[config.mk]
export PLATFORM = sky130hd
export DESIGN_NAME = hazard_stall_ctrl
export DESIGN_NICKNAME = d
export VERILOG_FILES = /design/src/rtl/hazard_pkg.sv /design/src/rtl/hazard_detect.sv /design/src/rtl/hazard_stall_ctrl.sv
export SDC_FILE = /design/constraint.sdc
export NUM_CORES = 1
export LEC_CHECK = 0
export CORE_MARGIN = 4
export CORE_UTILIZATION = 30
export CTS_CLUSTER_DIAMETER = 80
export DETAILED_ROUTE_END_ITERATION = 8
export GPL_ROUTABILITY_DRIVEN = 0
export GPL_TIMING_DRIVEN = 0
export HOLD_SLACK_MARGIN = 0.03
export PLACE_DENSITY = 0.67
export SLEW_MARGIN = 20
export SYNTH_ARGS = -nofsm -noshare
export SYNTH_HDL_FRONTEND = slang
export SYNTH_HIERARCHICAL = 1
export SYNTH_SLANG_ARGS = --single-unit
[constraint.sdc]
create_clock -name clk -period 1.58 [get_ports clk]
set_clock_uncertainty 0.2 [all_clocks]
set_input_delay 0.316 -clock clk [delete_from_list [all_inputs] [get_ports clk]]
set_output_delay 0.316 -clock clk [all_outputs]
set_load 0.02 [all_outputs]
[src/rtl/hazard_pkg.sv]
// Shared types and defaults for the ID-stage hazard/stall sequencer.
package hazard_pkg;

    typedef enum logic {
        RUN   = 1'b0,
        FLUSH = 1'b1
    } state_t;

    localparam int REG_AW_DEF       = 5;
    localparam int FLUSH_CYCLES_DEF = 2;
    localparam int MEM_TIMEOUT_DEF  = 255;
    localparam int WAIT_W           = 8;

    typedef logic [WAIT_W-1:0] wait_cnt_t;

    function automatic wait_cnt_t wait_inc_sat(input wait_cnt_t c);
        return (c == '1) ? c : c + wait_cnt_t'(1);
    endfunction

endpackage

[src/rtl/hazard_detect.sv]
// Load-use comparator: the EX load's destination matches a source the ID instruction reads.
module hazard_detect
    import hazard_pkg::*;
#(
    parameter int REG_AW = REG_AW_DEF
) (
    input  logic [REG_AW-1:0] id_rs1,
    input  logic [REG_AW-1:0] id_rs2,
    input  logic              id_use_rs1,
    input  logic              id_use_rs2,
    input  logic              ex_mem_rd,
    input  logic [REG_AW-1:0] ex_rd,
    output logic              load_use
);

    // x0 is hardwired zero, so a load targeting it never creates a dependency
    assign load_use = ex_mem_rd && (ex_rd != '0) &&
                      ((id_use_rs1 && (id_rs1 == ex_rd)) ||
                       (id_use_rs2 && (id_rs2 == ex_rd)));

endmodule

[src/rtl/hazard_stall_ctrl.sv]
// Pipeline hazard/stall sequencer: load-use stalls, branch-flush bubbles, dmem-busy freeze.
// Optional macro STALL_CNT_EN adds a 32-bit bubble-cycle counter on stall_count.
module hazard_stall_ctrl
    import hazard_pkg::*;
#(
    parameter int REG_AW       = REG_AW_DEF,
    parameter int FLUSH_CYCLES = FLUSH_CYCLES_DEF,
    parameter int MEM_TIMEOUT  = MEM_TIMEOUT_DEF
) (
    input  logic              clk,
    input  logic              rst_n,
    input  logic [REG_AW-1:0] id_rs1,
    input  logic [REG_AW-1:0] id_rs2,
    input  logic              id_use_rs1,
    input  logic              id_use_rs2,
    input  logic              ex_mem_rd,
    input  logic [REG_AW-1:0] ex_rd,
    input  logic              ex_br_taken,
    input  logic              dmem_busy,
    output logic              mux_stall_sel,
    output logic              pc_write,
    output logic              if_id_write,
    output logic              if_id_flush,
    output logic              pipe_hold,
    output logic              mem_timeout_err,
    output logic [31:0]       stall_count
);

    localparam int FCW = (FLUSH_CYCLES > 1) ? $clog2(FLUSH_CYCLES) : 1;

    state_t         state, state_next;
    logic [FCW-1:0] flush_cnt, flush_cnt_next;
    wait_cnt_t      wait_cnt, wait_sat;
    logic           load_use;

    hazard_detect #(.REG_AW(REG_AW)) u_detect (
        .id_rs1     (id_rs1),
        .id_rs2     (id_rs2),
        .id_use_rs1 (id_use_rs1),
        .id_use_rs2 (id_use_rs2),
        .ex_mem_rd  (ex_mem_rd),
        .ex_rd      (ex_rd),
        .load_use   (load_use)
    );

    assign wait_sat = wait_inc_sat(wait_cnt);

    always_ff @(posedge clk or negedge rst_n) begin
        if (!rst_n) begin
            state           <= RUN;
            flush_cnt       <= '0;
            wait_cnt        <= '0;
            mem_timeout_err <= 1'b0;
        end else begin
            state     <= state_next;
            flush_cnt <= flush_cnt_next;
            wait_cnt  <= dmem_busy ? wait_sat : '0;
            if (dmem_busy && (wait_sat >= wait_cnt_t'(MEM_TIMEOUT)))
                mem_timeout_err <= 1'b1;
        end
    end

    // Priority: memory freeze, then flush/branch, then load-use
    always_comb begin
        state_next     = state;
        flush_cnt_next = flush_cnt;
        mux_stall_sel  = 1'b1;
        pc_write       = 1'b1;
        if_id_write    = 1'b1;
        if_id_flush    = 1'b0;
        pipe_hold      = 1'b0;

        if (dmem_busy) begin
            pipe_hold   = 1'b1;
            pc_write    = 1'b0;
            if_id_write = 1'b0;
        end else if (state == FLUSH) begin
            if_id_flush    = 1'b1;
            mux_stall_sel  = 1'b0;
            flush_cnt_next = flush_cnt - FCW'(1);
            if (flush_cnt == FCW'(1))
                state_next = RUN;
        end else if (ex_br_taken) begin
            if_id_flush   = 1'b1;
            mux_stall_sel = 1'b0;
            if (FLUSH_CYCLES > 1) begin
                state_next     = FLUSH;
                flush_cnt_next = FCW'(FLUSH_CYCLES - 1);
            end
        end else if (load_use) begin
            mux_stall_sel = 1'b0;
            pc_write      = 1'b0;
            if_id_write   = 1'b0;
        end
    end

`ifdef STALL_CNT_EN
    logic [31:0] stall_cnt_q;

    always_ff @(posedge clk or negedge rst_n) begin
        if (!rst_n)
            stall_cnt_q <= 32'd0;
        else if (!mux_stall_sel && !dmem_busy)
            stall_cnt_q <= stall_cnt_q + 32'd1;
    end

    assign stall_count = stall_cnt_q;
`else
    assign stall_count = 32'd0;
`endif

endmodule

Word level (Yosys, flattened, before mapping)
Cells that the tools add are included.
{"block": "classes", "add_sub_neg": 2, "n_lt_le_gt_ge": 1, "n_eq_ne": 3, "n_mux": 17, "n_bitwise": 1, "n_reduce_logical": 9}
{"operator": "$mux 8", "n": 2}
{"operator": "$mux 1", "n": 15}
{"operator": "$eq 5x5->1", "n": 2}
{"operator": "$add 8x1->8 const B", "n": 1}
{"operator": "$eq 8x8->1 const B", "n": 1}
{"operator": "$ge 8x8->1 const B", "n": 1}
{"operator": "$logic_and 1x1->1", "n": 5}
{"operator": "$reduce_bool 5->1", "n": 1}
{"operator": "$reduce_and 2->1", "n": 1}
{"operator": "$reduce_bool 2->1", "n": 1}
{"operator": "$logic_or 1x1->1", "n": 1}
{"operator": "$not 1->1", "n": 1}
{"operator": "$sub 1x1->1 const B", "n": 1}
{"block": "word_totals", "ff_bits": 11, "in_bits": 22, "out_inout_bits": 38}

Depth between registers and ports, before layout
{"block": "depth", "depth_word": 8, "ltp_mapped": 6, "depth_no_buf": 5}

Modules after synthesis
Netlist, hierarchy kept.
{"mod": "hazard_stall_ctrl", "n_inst": 1, "cells_each": 110, "area_each_um2": 958.4}
{"mod": "hazard_detect", "n_inst": 1, "cells_each": 17, "area_each_um2": 133.9}

Worst setup path before layout
Ideal clock, no wire load.
{"block": "synth_timing", "path_kind": "input to output", "start": "input port ex_rd[1]", "end": "output port pc_write", "t_arrival_ns": 1.619, "slack_ns": -0.555, "cell_stages": 5, "path_buffers": 1, "path_cell_list": "or4_1 o21ai_1 a21oi_1 a21oi_1 buf_4"}
{"block": "synth_via", "elab_chain_cells": 8, "word_cells_on_any_way": 12}
{"element": "from (decl)", "line": "hazard_stall_ctrl.sv:17", "rtl": "input logic [REG_AW-1:0] ex_rd,"}
{"element": "$eq 5x5->1, on equally long branches", "line": "hazard_detect.sv:18, hazard_detect.sv:19"}
{"element": "$logic_and 1x1->1, on equally long branches", "line": "hazard_detect.sv:18, hazard_detect.sv:19"}
{"element": "$logic_or 1x1->1", "line": "hazard_detect.sv:18", "rtl": "((id_use_rs1 && (id_rs1 == ex_rd)) ||"}
{"element": "$logic_and 1x1->1 (*)", "line": "hazard_detect.sv:17", "rtl": "assign load_use = ex_mem_rd && (ex_rd != '0) &&"}
{"element": "named net load_use", "line": "hazard_stall_ctrl.sv:34", "rtl": "logic load_use;"}
{"element": "$mux 1 (*) (4 in series)"}
{"element": "to (decl)", "line": "hazard_stall_ctrl.sv:21", "rtl": "output logic pc_write,"}
Mark *: on every way through the listed nets, which the timed path passes. The rest lies on a longest branch.

Worst setup path after layout
{"block": "layout_timing", "start": "input port ex_rd[1]", "end": "output port pc_write"}
{"block": "layout_via", "elab_chain_cells": 8, "word_cells_on_any_way": 12}
{"element": "$eq 5x5->1, on equally long branches", "line": "hazard_detect.sv:18, hazard_detect.sv:19"}
{"element": "$logic_and 1x1->1, on equally long branches", "line": "hazard_detect.sv:18, hazard_detect.sv:19"}
{"element": "$logic_or 1x1->1", "line": "hazard_detect.sv:18"}
{"element": "$logic_and 1x1->1 (*)", "line": "hazard_detect.sv:17"}
{"element": "named net load_use", "line": "hazard_stall_ctrl.sv:34"}
{"element": "$mux 1 (*)", "line": "hazard_stall_ctrl.sv:90", "rtl": "end else if (load_use) begin"}
{"element": "$mux 1 (*)", "line": "hazard_stall_ctrl.sv:83", "rtl": "end else if (ex_br_taken) begin"}
{"element": "$mux 1 (*)", "line": "hazard_stall_ctrl.sv:77", "rtl": "end else if (state == FLUSH) begin"}
{"element": "$mux 1 (*)", "line": "hazard_stall_ctrl.sv:73", "rtl": "if (dmem_busy) begin"}
Marked as above.

==> impl_metrics.yaml <==
global_route:
  grt_pass1_vias: 858
  gr-total-overflow: 0
  grt_max_degree: 12
  grt_pass1_wl_um: 3680
  antenna_found_initial: 0
  grt_util_all_layers_pct: 10.2
setup_path:
  worstRegToRegCells: 5
  cp-end-kind: "output port"
  cp_max_fo: 3
  rr_endpoint: "mem_timeout_err"
  path_class: "in2out"
  r2r_start: "wait_cnt[1]"
  regToRegSetupSlack_ns: -0.08
  crit_required_ns: 1.06
  start_kind: "input pin"
  crit_start: "ex_rd[1]"
  arrival_ns: 1.54
sta:
  rsz0062_at_grt: "true"
  period_minus_slack_ns: 2.06
  tns_ns: -1.47
  finalHoldViolCount: 0
  slew_headroom_pct: 65.1
  hold-worst-slack_ns: 0.184
  max_freq_mhz: 486
  setup_viol: 5
  slew_violations: 0
  worst_slew_pin_slew_ns: 0.522
  fin_crit_sh_pct: 130
  fin_ws_ns: -0.477
cts:
  hold_buffers: 0
  cts_sinks: 11
  clk_pin_slew_worst_paths_ns: 0.07
  cts_tree: "yes"
  cts_inserted_buffers: 3
  ctsLongestPathBuffers: 2
  cts_root_buf: "clkbuf_4"
  htreeDepth: 1
  clk_latency_ns: 0.27
placed_design:
  portBuffers: 27
  place_hpwl_um: 2020
job:
  maxCapViolCount: 0
synth:
  synthDistinctLibCells: 37
  synth-edff-count: 0
  syn_area_mm2: 0.00109
  seq_area_frac_synth_pct: 25.2
  ys.warnings.count: 6
  synthCells: 127
  ys_ff_latch: 11
  async_reset_ff_share_pct: 100
  ys.flop_type: "dfrtp_1"
  syn_avg_cell_area_um2: 8.60
detailed_routing:
  drt_iter0_drc: 27
  wirelength_um: 2560
  routedWlPerCell_um: 10.6
  firstDrtPassIters: 4
  vias_per_cell: 4.11
  drc: 0
  num_vias: 995
  ant_nets: 0
finish:
  nets: 220
  area_growth_pct: 53.3
  layout_commonest_cell: "buf_4"
  drive_gt1_share_pct: 43.4
  final_util_pct: 49.0
  final_cell_mix: "43 x buf_4, 32 x conb_1, 10 x buf_6, 10 x xor2_1, 10 x dfrtp_1"
  num_antenna_cells: 0
pwr:
  p_comb_share_pct: 42.0
  clkPwrFrac_pct: 21.3
  ir_worst_vdd_uv: 282
  total_power_mw: 0.927
  p_per_area_mw_per_mm2: 554
  seqPwrFrac_pct: 36.7
  internal_power_mw: 0.599
  p_leak_nw: 0.872
  switching_share_pct: 35.4
  switching_power_mw: 0.328
worst_hold_path:
  holdCritPathClass: "in2async"
floorplanning:
  die_x_um: 68.3
  row_count: 21
  ios: 60
  die_y_um: 68.3
  dieArea_mm2: 0.00467
  initial_core_util_pct: 32.0
  fp.coreArea_mm2: 0.00342
run_status:
  violations: "negative setup slack"
  outcome: "finished, violations left"
[how the worst max path moves through the flow]
stage / endpoint / slack [ns] / cells past startpoint
after floorplan: pc_write / -0.37 / 5
after global placement: pc_write / -1.39 / 7
after detailed placement: pc_write / -1.39 / 7
after CTS: pc_write / -0.50 / 8
after global routing: pc_write / -0.54 / 8
final: pc_write / -0.48 / 7
[cell families (layout without fill, tap and decap cells)]
logic type | count (synthesis) | count (layout) | share of synthesized area (%)
flip-flops | 11 | 11 | 25.2
adder cells (fa/ha/maj) | 1 | 1 | 1.15
AND/OR/NAND/NOR | 34 | 34 | 18.8
other | 1 | 32 | 0.343
AO/OA/AOI/OAI | 24 | 24 | 15.1
XOR/XNOR | 13 | 13 | 10.4
buffers and inverters | 43 | 81 | 29.0
[through the flow]
step / worst slack, ns / cell area (um2) / cells
global route: -0.537 / 1670 / 242
floorplan: -0.365 / 1250 / 158
CTS: -0.498 / 1640 / 241
finish: -0.477 / 1670 / 242
detailed placement: -1.39 / 1580 / 231
global placement: -1.39 / 1580 / 231
[worst max-delay path, stage by stage]
cell and delay (ns):
buf_2 0.12, or4_4 0.53, o21ai_2 0.14, a21oi_2 0.07
a21oi_4 0.16, buf_6 0.11, buf_6 0.10
[routing by layer]
metal  wire length [um]  track usage [%]  vias up  share of wire [%]
li1                   -                -      511                  -
met1               1080             13.6      442                 42
met2               1290             16.1       38                 51
met3                150             2.79        4                5.9
met4                 31             2.98        0                1.2
met5                  0                0        -                  0
[cell type report]
class                      count  area, um2
fill                         353       1740
multi-input combinational    104        697
timing repair buffer          36        315
buffer                        38        290
sequential                    11        277
tap                           46       57.6
clock buffer                   4       26.3
inverter                       3       11.3
[state kept, by name, summed over array words and instances, names as in the netlist]
signal,flops
mem_timeout_err,1
state,1
flush_cnt,1
wait_cnt,8
[power by group through the flow]
stage          Sequential (mW)  Combinational, mW  Clock [mW]
2_1_floorplan            0.334              0.255           0
3_5_place_dp             0.341              0.367           0
3_3_place_gp             0.338              0.363           0
6_report                 0.340              0.389       0.197
5_1_grt                  0.344              0.423       0.220
4_1_cts                  0.337              0.381       0.204
[cells in the mapped netlist, drive strengths merged, types with 3 or more instances]
cell type,count,share of area [%]
o21ai,4,1.8
nand2,5,1.7
and2,3,1.7
inv,3,1.0
dfrtp,11,25
xor2,10,8.0
a21oi,8,3.7
nor2,8,2.7
nand3,5,2.7
xnor2,3,2.4
buf,40,28
[timing repair]
| action | in CTS | in global routing |
|---|---|---|
| resized for setup | 80 | 13 |
| pin swaps | 18 | 12 |
| setup buffers | 8 | 1 |
| endpoints found under the setup margin | 12 | 9 |
Note: power is estimated with default switching activity, not from simulation.
